### src/rtl/lsu_pkg.sv
// Shared types and helpers for the load/store unit: FSM states, RV32I funct3 codes,
// byte-lane masks and load extension.
package lsu_pkg;

    typedef enum logic [2:0] {
        ST_IDLE = 3'd0,
        ST_RD0  = 3'd1,
        ST_RD1  = 3'd2,
        ST_WR0  = 3'd3,
        ST_WR1  = 3'd4,
        ST_RESP = 3'd5
    } lsu_state_e;

    localparam logic [2:0] F3_B  = 3'b000;
    localparam logic [2:0] F3_H  = 3'b001;
    localparam logic [2:0] F3_W  = 3'b010;
    localparam logic [2:0] F3_BU = 3'b100;
    localparam logic [2:0] F3_HU = 3'b101;

    function automatic logic [3:0] lane_mask(input logic [2:0] funct3);
        logic [3:0] m;
        case (funct3[1:0])
            2'b00:   m = 4'b0001;
            2'b01:   m = 4'b0011;
            2'b10:   m = 4'b1111;
            default: m = 4'b0000;
        endcase
        return m;
    endfunction

    function automatic logic [2:0] access_size(input logic [2:0] funct3);
        logic [2:0] s;
        case (funct3[1:0])
            2'b00:   s = 3'd1;
            2'b01:   s = 3'd2;
            default: s = 3'd4;
        endcase
        return s;
    endfunction

    function automatic logic [31:0] extend_load(input logic [31:0] raw, input logic [2:0] funct3);
        logic [31:0] r;
        case (funct3)
            F3_B:    r = {{24{raw[7]}}, raw[7:0]};
            F3_H:    r = {{16{raw[15]}}, raw[15:0]};
            F3_W:    r = raw;
            F3_BU:   r = {24'h000000, raw[7:0]};
            F3_HU:   r = {16'h0000, raw[15:0]};
            default: r = 32'h00000000;
        endcase
        return r;
    endfunction

endpackage

### src/rtl/lsu_align.sv
// Combinational byte steering: merges store bytes into captured memory words and extracts
// and extends load data. Second-word paths exist only when LSU_MISALIGNED_EN is defined.
module lsu_align
    import lsu_pkg::*;
(
    input  logic [2:0]  funct3,
    input  logic [1:0]  offset,
    input  logic [31:0] wdata,
    input  logic [31:0] buf0,
`ifdef LSU_MISALIGNED_EN
    input  logic [31:0] buf1,
    output logic [31:0] merge1,
`endif
    output logic [31:0] merge0,
    output logic [31:0] load_data
);

`ifdef LSU_MISALIGNED_EN
    localparam int LANES = 8;
`else
    localparam int LANES = 4;
`endif
    localparam int DW = 8 * LANES;

    logic [DW-1:0]    data_s;
    logic [LANES-1:0] mask_s;

    // Position store bytes and their lane mask at the byte offset, then merge over old data
    always_comb begin
        data_s = DW'(wdata) << {offset, 3'b000};
        mask_s = LANES'(lane_mask(funct3)) << offset;
        merge0 = buf0;
        for (int i = 0; i < 4; i++) begin
            merge0[8*i +: 8] = mask_s[i] ? data_s[8*i +: 8] : buf0[8*i +: 8];
        end
`ifdef LSU_MISALIGNED_EN
        merge1 = buf1;
        for (int i = 0; i < 4; i++) begin
            merge1[8*i +: 8] = mask_s[i+4] ? data_s[8*(i+4) +: 8] : buf1[8*i +: 8];
        end
        load_data = extend_load(32'({buf1, buf0} >> {offset, 3'b000}), funct3);
`else
        load_data = extend_load(buf0 >> {offset, 3'b000}, funct3);
`endif
    end

endmodule

### src/rtl/load_store_unit.sv
// RV32I load/store unit over a word-granular memory; sub-word stores use read-modify-write.
// Define LSU_MISALIGNED_EN to split word-crossing H/W accesses instead of faulting them.
module load_store_unit
    import lsu_pkg::*;
#(
    parameter int unsigned MEM_BYTES = 65536
) (
    input  logic        clk,
    input  logic        rst_n,
    input  logic        req_valid,
    output logic        req_ready,
    input  logic        req_we,
    input  logic [2:0]  req_funct3,
    input  logic [31:0] req_addr,
    input  logic [31:0] req_wdata,
    output logic        resp_valid,
    output logic [31:0] resp_rdata,
    output logic        resp_fault,
    output logic        mem_we,
    output logic [31:0] mem_addr,
    output logic [31:0] mem_wd,
    input  logic [31:0] mem_rd
);

    lsu_state_e  state_r;
    logic        we_r;
    logic [2:0]  funct3_r;
    logic [1:0]  offset_r;
    logic [31:0] wdata_r;
    logic [31:0] buf0_r;
`ifdef LSU_MISALIGNED_EN
    logic        cross_r;
    logic [31:0] w1_r;
    logic [31:0] merge1_s;
`endif

    logic [2:0]  size_s;
    logic [32:0] last_byte_s;
    logic        illegal_s;
    logic        range_fault_s;
    logic        misaligned_s;
    logic        crossing_s;
    logic        fault_s;
    logic [31:0] align_buf0_s;
    logic [31:0] merge0_s;
    logic [31:0] load_data_s;

    // Request classification, evaluated on the incoming request at accept time
    always_comb begin
        size_s        = access_size(req_funct3);
        last_byte_s   = {1'b0, req_addr} + {30'h00000000, size_s - 3'd1};
        range_fault_s = (last_byte_s >= 33'(MEM_BYTES));
        case (req_funct3)
            F3_B, F3_H, F3_W: illegal_s = 1'b0;
            F3_BU, F3_HU:     illegal_s = req_we;
            default:          illegal_s = 1'b1;
        endcase
        misaligned_s = ((req_funct3[1:0] == 2'b01) && req_addr[0]) ||
                       ((req_funct3[1:0] == 2'b10) && (req_addr[1:0] != 2'b00));
        crossing_s   = (({1'b0, req_addr[1:0]} + size_s) > 3'd4);
`ifdef LSU_MISALIGNED_EN
        fault_s = illegal_s || range_fault_s;
`else
        fault_s = illegal_s || range_fault_s || misaligned_s;
`endif
    end

    // In RD0 the first word is still on mem_rd; later states use the captured copy
    always_comb begin
        if (state_r == ST_RD0) begin
            align_buf0_s = mem_rd;
        end else begin
            align_buf0_s = buf0_r;
        end
    end

    lsu_align u_align (
        .funct3    (funct3_r),
        .offset    (offset_r),
        .wdata     (wdata_r),
        .buf0      (align_buf0_s),
`ifdef LSU_MISALIGNED_EN
        .buf1      (mem_rd),
        .merge1    (merge1_s),
`endif
        .merge0    (merge0_s),
        .load_data (load_data_s)
    );

    // Access sequencer; every output is registered and held for the whole state
    always_ff @(posedge clk) begin
        if (!rst_n) begin
            state_r    <= ST_IDLE;
            we_r       <= 1'b0;
            funct3_r   <= 3'b000;
            offset_r   <= 2'b00;
            wdata_r    <= 32'h00000000;
            buf0_r     <= 32'h00000000;
`ifdef LSU_MISALIGNED_EN
            cross_r    <= 1'b0;
            w1_r       <= 32'h00000000;
`endif
            req_ready  <= 1'b1;
            resp_valid <= 1'b0;
            resp_rdata <= 32'h00000000;
            resp_fault <= 1'b0;
            mem_we     <= 1'b0;
            mem_addr   <= 32'h00000000;
            mem_wd     <= 32'h00000000;
        end else begin
            case (state_r)
                ST_IDLE: begin
                    if (req_valid) begin
                        we_r      <= req_we;
                        funct3_r  <= req_funct3;
                        offset_r  <= req_addr[1:0];
                        wdata_r   <= req_wdata;
                        req_ready <= 1'b0;
`ifdef LSU_MISALIGNED_EN
                        cross_r   <= crossing_s;
                        w1_r      <= {req_addr[31:2], 2'b00} + 32'd4;
`endif
                        if (fault_s) begin
                            state_r    <= ST_RESP;
                            resp_valid <= 1'b1;
                            resp_fault <= 1'b1;
                            resp_rdata <= 32'h00000000;
                        end else if (req_we && (req_funct3 == F3_W) && (req_addr[1:0] == 2'b00)) begin
                            state_r  <= ST_WR0;
                            mem_we   <= 1'b1;
                            mem_addr <= {req_addr[31:2], 2'b00};
                            mem_wd   <= req_wdata;
                        end else begin
                            state_r  <= ST_RD0;
                            mem_we   <= 1'b0;
                            mem_addr <= {req_addr[31:2], 2'b00};
                        end
                    end else begin
                        req_ready <= 1'b1;
                    end
                end
                ST_RD0: begin
                    buf0_r <= mem_rd;
                    if (we_r) begin
                        state_r <= ST_WR0;
                        mem_we  <= 1'b1;
                        mem_wd  <= merge0_s;
                    end else begin
`ifdef LSU_MISALIGNED_EN
                        if (cross_r) begin
                            state_r  <= ST_RD1;
                            mem_addr <= w1_r;
                        end else begin
                            state_r    <= ST_RESP;
                            resp_valid <= 1'b1;
                            resp_rdata <= load_data_s;
                        end
`else
                        state_r    <= ST_RESP;
                        resp_valid <= 1'b1;
                        resp_rdata <= load_data_s;
`endif
                    end
                end
                ST_WR0: begin
                    mem_we <= 1'b0;
`ifdef LSU_MISALIGNED_EN
                    if (cross_r) begin
                        state_r  <= ST_RD1;
                        mem_addr <= w1_r;
                    end else begin
                        state_r    <= ST_RESP;
                        resp_valid <= 1'b1;
                        resp_rdata <= 32'h00000000;
                    end
`else
                    state_r    <= ST_RESP;
                    resp_valid <= 1'b1;
                    resp_rdata <= 32'h00000000;
`endif
                end
`ifdef LSU_MISALIGNED_EN
                ST_RD1: begin
                    if (we_r) begin
                        state_r <= ST_WR1;
                        mem_we  <= 1'b1;
                        mem_wd  <= merge1_s;
                    end else begin
                        state_r    <= ST_RESP;
                        resp_valid <= 1'b1;
                        resp_rdata <= load_data_s;
                    end
                end
                ST_WR1: begin
                    mem_we     <= 1'b0;
                    state_r    <= ST_RESP;
                    resp_valid <= 1'b1;
                    resp_rdata <= 32'h00000000;
                end
`endif
                ST_RESP: begin
                    state_r    <= ST_IDLE;
                    resp_valid <= 1'b0;
                    resp_rdata <= 32'h00000000;
                    resp_fault <= 1'b0;
                    req_ready  <= 1'b1;
                end
                default: begin
                    state_r    <= ST_IDLE;
                    resp_valid <= 1'b0;
                    resp_fault <= 1'b0;
                    mem_we     <= 1'b0;
                    req_ready  <= 1'b1;
                end
            endcase
        end
    end

endmodule

### config.mk
export PLATFORM = sky130hd
export DESIGN_NAME = load_store_unit
export DESIGN_NICKNAME = d
export VERILOG_FILES = /design/src/rtl/lsu_pkg.sv /design/src/rtl/lsu_align.sv /design/src/rtl/load_store_unit.sv
export SDC_FILE = /design/constraint.sdc
export NUM_CORES = 1
export LEC_CHECK = 0
export ABC_AREA = 1
export CORE_UTILIZATION = 30
export DETAILED_ROUTE_END_ITERATION = 12
export HOLD_SLACK_MARGIN = 0.06
export PLACE_DENSITY = 0.49
export SLEW_MARGIN = 25
export SYNTH_ARGS = -nofsm -noshare
export SYNTH_HDL_FRONTEND = slang
export SYNTH_SLANG_ARGS = --single-unit
### constraint.sdc
create_clock -name clk -period 5.05 [get_ports clk]
set_clock_uncertainty 0.2 [all_clocks]
set_input_delay 1.2625 -clock clk [delete_from_list [all_inputs] [get_ports clk]]
set_output_delay 1.2625 -clock clk [all_outputs]
set_load 0.01 [all_outputs]
### Yosys cells after proc, flatten, opt, wreduce, memory -nomap -nowiden

Cells that the tools add are included.

| operators by class | value |
|---|---|
| add/subtract/negate cells | 2 |
| shifts and indexed selects | 3 |
| reduce and logical (&&, ||, !) cells | 27 |
| $lt $le $gt $ge | 1 |
| equal/unequal tests | 21 |
| muxes and demuxes | 35 |
| bitwise gates (word level) | 3 |

Operators by type and width:

| operator | number |
|---|---|
| 2-to-1 mux 32 bit | 8 |
| one-hot mux 32 bit (5 select lines) | 1 |
| one-hot mux 32 bit (3 select lines) | 1 |
| one-hot mux 32 bit (2 select lines) | 1 |
| adder 32 x 3 -> 33 bit | 1 |
| greater-or-equal comparator 33 x 17 -> 1 bit (second input constant) | 1 |
| 2-to-1 mux 8 bit | 4 |
| << shifter 32 x 5 -> 32 bit | 1 |
| >> shifter 32 x 5 -> 32 bit | 1 |
| == test 3 bit (second input constant) | 5 |
| != test 2 bit (second input constant) | 6 |
| one-hot mux 4 bit (3 select lines) | 1 |
| == test 3 x 1 -> 1 bit (second input constant) | 3 |
| == test 3 x 2 -> 1 bit (second input constant) | 3 |
| logical NOT 3 bit | 3 |
| 2-to-1 mux 3 bit | 3 |
| one-hot mux 3 bit (3 select lines) | 1 |
| AND reduction 3 bit | 3 |
| 2-to-1 mux 1 bit | 8 |
| AND reduction 4 bit | 2 |
| logical NOT 2 bit | 3 |
| one-hot mux 1 bit (2 select lines) | 3 |
| one-hot mux 1 bit (3 select lines) | 2 |
| one-hot mux 3 bit (2 select lines) | 1 |
| other kinds (14) | 26 |

| word-level totals | value |
|---|---|
| input port bits | 103 |
| flip-flop bits (word level) | 171 |
| logic and storage cells | 105 |
| output and inout port bits | 100 |

### Depth between registers and ports, before layout

| depth | value |
|---|---|
| depth after elaboration | 10 |
| mapped depth | 25 |
| mapped depth without buffers | 24 |

### Cells and area by module

A second synthesis with hierarchy kept.

| second synthesis, totals | value |
|---|---|
| cells, all modules | 1,634 |
| area total of the unflattened synthesis | 10,058.4 sq um |

Modules (own cells, without submodules):

| module | area an instance (sq um) | cells each | instances | sequential area each (sq um) |
|---|---|---|---|---|
| load_store_unit | 8,209.1 | 1,213 | 1 | 3,423.3 |
| lsu_align | 1,849.3 | 421 | 1 | 0.0 |

### Worst setup path before layout

No wires, ideal clock.

| path | value |
|---|---|
| kind | input-to-reg |
| from | input req_funct3[0] |
| to | register resp_rdata[0] |
| arrival time | 3.784 ns |
| library setup time | 0.114 ns |
| stages on the path | 19 |
| setup slack | 0.952 ns |
| data required time | 4.736 ns |
| buffers on the path | 2 |
| cell sequence | or2_2 ha_1 fa_1 inv_1 nand3_1 nand2_1 nand4_1 o21ai_0 nand2_1 inv_1 nand3_1 nor2_1 nand2_1 nand2_4 nand2_2 buf_6 buf_6 a21oi_2 nor2_1 |

| on the way | value |
|---|---|
| word-level cells in the longest chain between the ends | 9 |
| elaborated cells between the ends (all ways) | 22 |
| those cells by class | add/sub (2); order compare (1); eq/ne (7); mux (2); reduce/logical (10) |

RTL lines:

| item | line | text |
|---|---|---|
| start: declaration | load_store_unit.sv:13 | `input logic [2:0] req_funct3,` |
| == test 2 x 1 -> 1 bit or logical NOT 2 bit (tied branches) | lsu_pkg.sv:33, load_store_unit.sv:58 |  |
| one-hot mux 3 bit (2 select lines) | lsu_pkg.sv:33 | `case (funct3[1:0])` |
| subtractor 3 x 1 -> 3 bit | load_store_unit.sv:51 | `last_byte_s = {1'b0, req_addr} + {30'h00000000, size_s - 3'd1};` |
| adder 32 x 3 -> 33 bit | load_store_unit.sv:51 |  |
| greater-or-equal comparator 33 x 17 -> 1 bit | load_store_unit.sv:52 | `range_fault_s = (last_byte_s >= 33'(MEM_BYTES));` |
| logical OR 1 bit | load_store_unit.sv:64 | `fault_s = illegal_s \|\| range_fault_s \|\| misaligned_s;` |
| logical OR 1 bit (*) | load_store_unit.sv:64 |  |
| != test 2 bit (no source line) (*) | n/a |  |
| AND reduction 4 bit (no source line) (*) | n/a |  |
| end signal: assignment | load_store_unit.sv:161 | `resp_rdata <= load_data_s;` |
| end: declaration | load_store_unit.sv:17 | `output logic [31:0] resp_rdata,` |

Mark *: on every way between the ends. The rest lies on a longest branch, timed or not.
A chain may end at the register's enable or synchronous reset.

### Worst setup path in the final report

| path | value |
|---|---|
| from | input req_funct3[0] |
| to | register mem_wd[7] |

| on the way | value |
|---|---|
| word-level cells in the longest chain between the ends | 9 |
| elaborated cells between the ends (all ways) | 25 |
| those cells by class | add/sub (2); order compare (1); eq/ne (8); mux (2); reduce/logical (12) |

RTL lines:

| item | line | text |
|---|---|---|
| == test 2 x 1 -> 1 bit or logical NOT 2 bit (tied branches) | lsu_pkg.sv:33, load_store_unit.sv:58 |  |
| one-hot mux 3 bit (2 select lines) | lsu_pkg.sv:33 |  |
| subtractor 3 x 1 -> 3 bit | load_store_unit.sv:51 |  |
| adder 32 x 3 -> 33 bit | load_store_unit.sv:51 |  |
| greater-or-equal comparator 33 x 17 -> 1 bit | load_store_unit.sv:52 |  |
| logical OR 1 bit (2 in a row) | load_store_unit.sv:64 |  |
| != test 2 bit (no source line) | n/a |  |
| AND reduction 5 bit (no source line) (*) | n/a |  |
| end signal: assignment | load_store_unit.sv:132 | `mem_wd <= req_wdata;` |
| end signal: assignment | load_store_unit.sv:147 | `mem_wd <= merge0_s;` |
| end: declaration | load_store_unit.sv:21 | `output logic [31:0] mem_wd,` |

Marked as above.

==> impl_results.md <==
* Antenna-violating nets left at 0
* Post-synthesis cell type count at 41
* Fin crit period at roughly 4.5 ns
* Global Route Usage Sum at 20.8%
* Hold Buf Count CTS at 0
* Layout cells sized above 1 at 6.51%
* GPL Wtd Cong at 0.914
* Final setup TNS at 0 ns
* WS Path Type: input port to register
* Most frequent cells in the layout: nand2_1 (332), clkdlybuf4s50_1 (199), nor2_1 (189), dfxtp_1 (170), o21ai_0 (147)
* Post-Syn Area per Cell at 6.52 sq um
* Synthesized area at 0.00930 sq mm
* Htree depth at 4
* Count of final hold-check violations at 0
* WP data arrival at 4.71 ns
* Clk pin slew, worst setup/hold paths at 0.07 ns
* Die area at 0.0317 sq mm
* Part of the power in registers at 35.2%
* Initial antenna violation count at 0
* Number of global-route vias before repair at around 8.9k
* Root Buffer: clkbuf_16
* Crit path max fanout at 32
* Clock network fraction of total power at 29.0%
* Crit share post-route at 90.0%
* DR WL/cell at 16.8 um
* Via count at 9806
* Nets at between 1.5k and 2k
* CTS tree: yes
* DIE HEIGHT at 178 um
* CP startpoint kind: input port
* Io pins at 203
* Peak supply drop at 0.237 mV
* Top_reg_cell synth: dfxtp_1
* Drt pass-1 iters at 7
* First-pass GRT wire length at approximately 51000 um
* Final Max Tran Viols at 0
* Slew @ Worst Pin at 1.01 ns
* Layout fillers at 3268
* Final setup violation count at 0
* Hpwl dp at between 20000 and 25000 um
* Unrepaired setup endpoints after global routing: false
* Post-CTS setup buffer count at 0
* Die X at 178 um
* PwrDens at 367 mW/mm^2
* Vias per cell at 4.96
* Largest net degree at the start of global routing at 84
* Number of synthesized register bits at ~170
* Util after Layout at between 30 and 40%
* Num CTS Buffers at 17
* Comb pwr share at 35.8%
* CTS max path bufs at 2
* Synth warnings at 0
* CTS sink count at between 150 and 200
* Leak at 5.01 nW
* Layout area overhead at 31.0%
* Core footprint at 0.0306 sq mm
* Clk Latency, worst-skew pair at 0.44 ns
* Relative max-transition margin at a little under a third
* Commonest non-fill, non-tap cell in the layout: nand2_1
* # diodes at 0
* Switching power at 1.72 mW
* Status: finished, final reports clean
* Area of the multi-input gates at between 0.005 and 0.006 sq mm
* Number of synthesized flops with an enable pin at 0
* Seq. cell area at 0.00342 sq mm
* Total wire length at 33300 um
* Max Cap Viol at 0
* Min Hold Slack at 0.254 ns
* Drt drc at 0
* Sw Ratio at 38.5%
* Row cnt at 64
* Asr flop ratio synth at 0%
* Sequential-to-total area share from yosys stat at 36.8%
* Class of the worst hold path: register to register
* DRT iter0 DRCs at 890
* Starting density of the core at a little under a third
* WP data required at 5.21 ns
* Fmax at roughly 0.22 GHz
* Post-synthesis cell count at between 1k and 1.5k
* Worst setup EP type: register
* Gr ovfl total at 0
* Internal power at 2.76 mW
* CTS resizes at 0
* I/O Buffers at 200
## state kept, by name, summed over array words and instances (netlist names), 2 cells and up
name        flops
buf0_r         32
mem_wd         32
resp_rdata     32
wdata_r        32
mem_addr       30
funct3_r        3
state_r         3
offset_r        2
## path summary, 6_finish.rpt
| path | from | endpoint | slack, ns | cells past startpoint |
|---|---|---|---|---|
| min | resp_fault | resp_fault | 0.25 | 2 |
| max reg2reg | state_r[0] | resp_rdata[30] | 1.54 | 11 |
| min reg2reg | resp_fault | resp_fault | 0.25 | 2 |
| max | req_funct3[0] | mem_wd[7] | 0.50 | 20 |
## cell usage after synthesis (15+ instances only)
| library cell | number | share of area (%) |
|---|---|---|
| nand2_1 | 332 | 13 |
| or2_2 | 20 | 1.3 |
| clkbuf_1 | 70 | 2.8 |
| a21oi_1 | 120 | 6.5 |
| dfxtp_1 | 171 | 37 |
| nor3_1 | 16 | 0.86 |
| nand3_1 | 80 | 4.3 |
| nand4_1 | 35 | 2.4 |
| inv_1 | 98 | 4.0 |
| nor2_1 | 189 | 7.6 |
| buf_2 | 23 | 1.2 |
| o21ai_0 | 147 | 7.9 |
| and3_1 | 15 | 1.0 |
## layer usage
layer	GRT usage (%)	routed length, um	vias to the layer above
li1	-	-	4967
met4	5.48	521	0
met5	0	0	-
met2	31.1	14500	312
met1	30.7	16400	4490
met3	2.94	1820	37
## cell families (layout without fill, tap and decap cells)
| logic type | count (synthesis) | after routing | share of synthesized area, % |
|---|---|---|---|
| xor gates and xnor gates | 3 | 3 | 0.282 |
| muxes | 13 | 13 | 1.40 |
| and+or+nand+nor | 704 | 704 | 32.3 |
| adders and majority gates | 10 | 10 | 1.43 |
| AOI/OAI and AO/OA | 323 | 323 | 19.1 |
| other | 1 | 2 | 0.0403 |
| buffers and inverters | 201 | 357 | 8.66 |
| DFF | 171 | 171 | 36.8 |
## stage by stage
stage	worst slack, ns	instances	total power, mW	area (sq um)
global placement	0.0951	1947	3.19	11600
CTS	0.506	1979	4.51	12200
finish	0.503	1979	4.48	12200
detailed placement	0.0345	1947	3.20	11600
global route	0.187	1979	4.75	12200
floorplan	0.952	1427	2.58	9310
## critical path, cell delays in order
cell and delay [ns]:
clkdlybuf4s50_1 0.44, or2_2 0.34, ha_1 0.33, inv_1 0.05, ha_1 0.26, nand2_1 0.05
nand2_1 0.06, nand2_1 0.15, nor2_4 0.22, nand3_1 0.09, nand2_1 0.06, nand2_1 0.05
nor2_1 0.17, nand3_1 0.11, nor2_1 0.10, nand2_1 0.11, nand2_4 0.10, buf_4 0.34
nand4_1 0.18, a21oi_1 0.20
## final cells by class
cell class                 count  share of cell area (%)
timing repair buffer         224                    18.3
tap                          396                    4.06
inverter                     101                    3.12
clock inverter                14                    1.05
multi-input combinational   1055                    41.8
clock buffer                  18                    3.60
sequential                   171                    28.1
## power by group through the flow
stage               Clock, mW  Combinational, mW  Sequential [mW]
finish                   1.30               1.60             1.58
global route             1.39               1.77             1.59
CTS                      1.33               1.60             1.58
detailed placement          0               1.59             1.61
global placement            0               1.58             1.61
floorplan                   0              0.952             1.63
(Power assumes the default switching activity.)
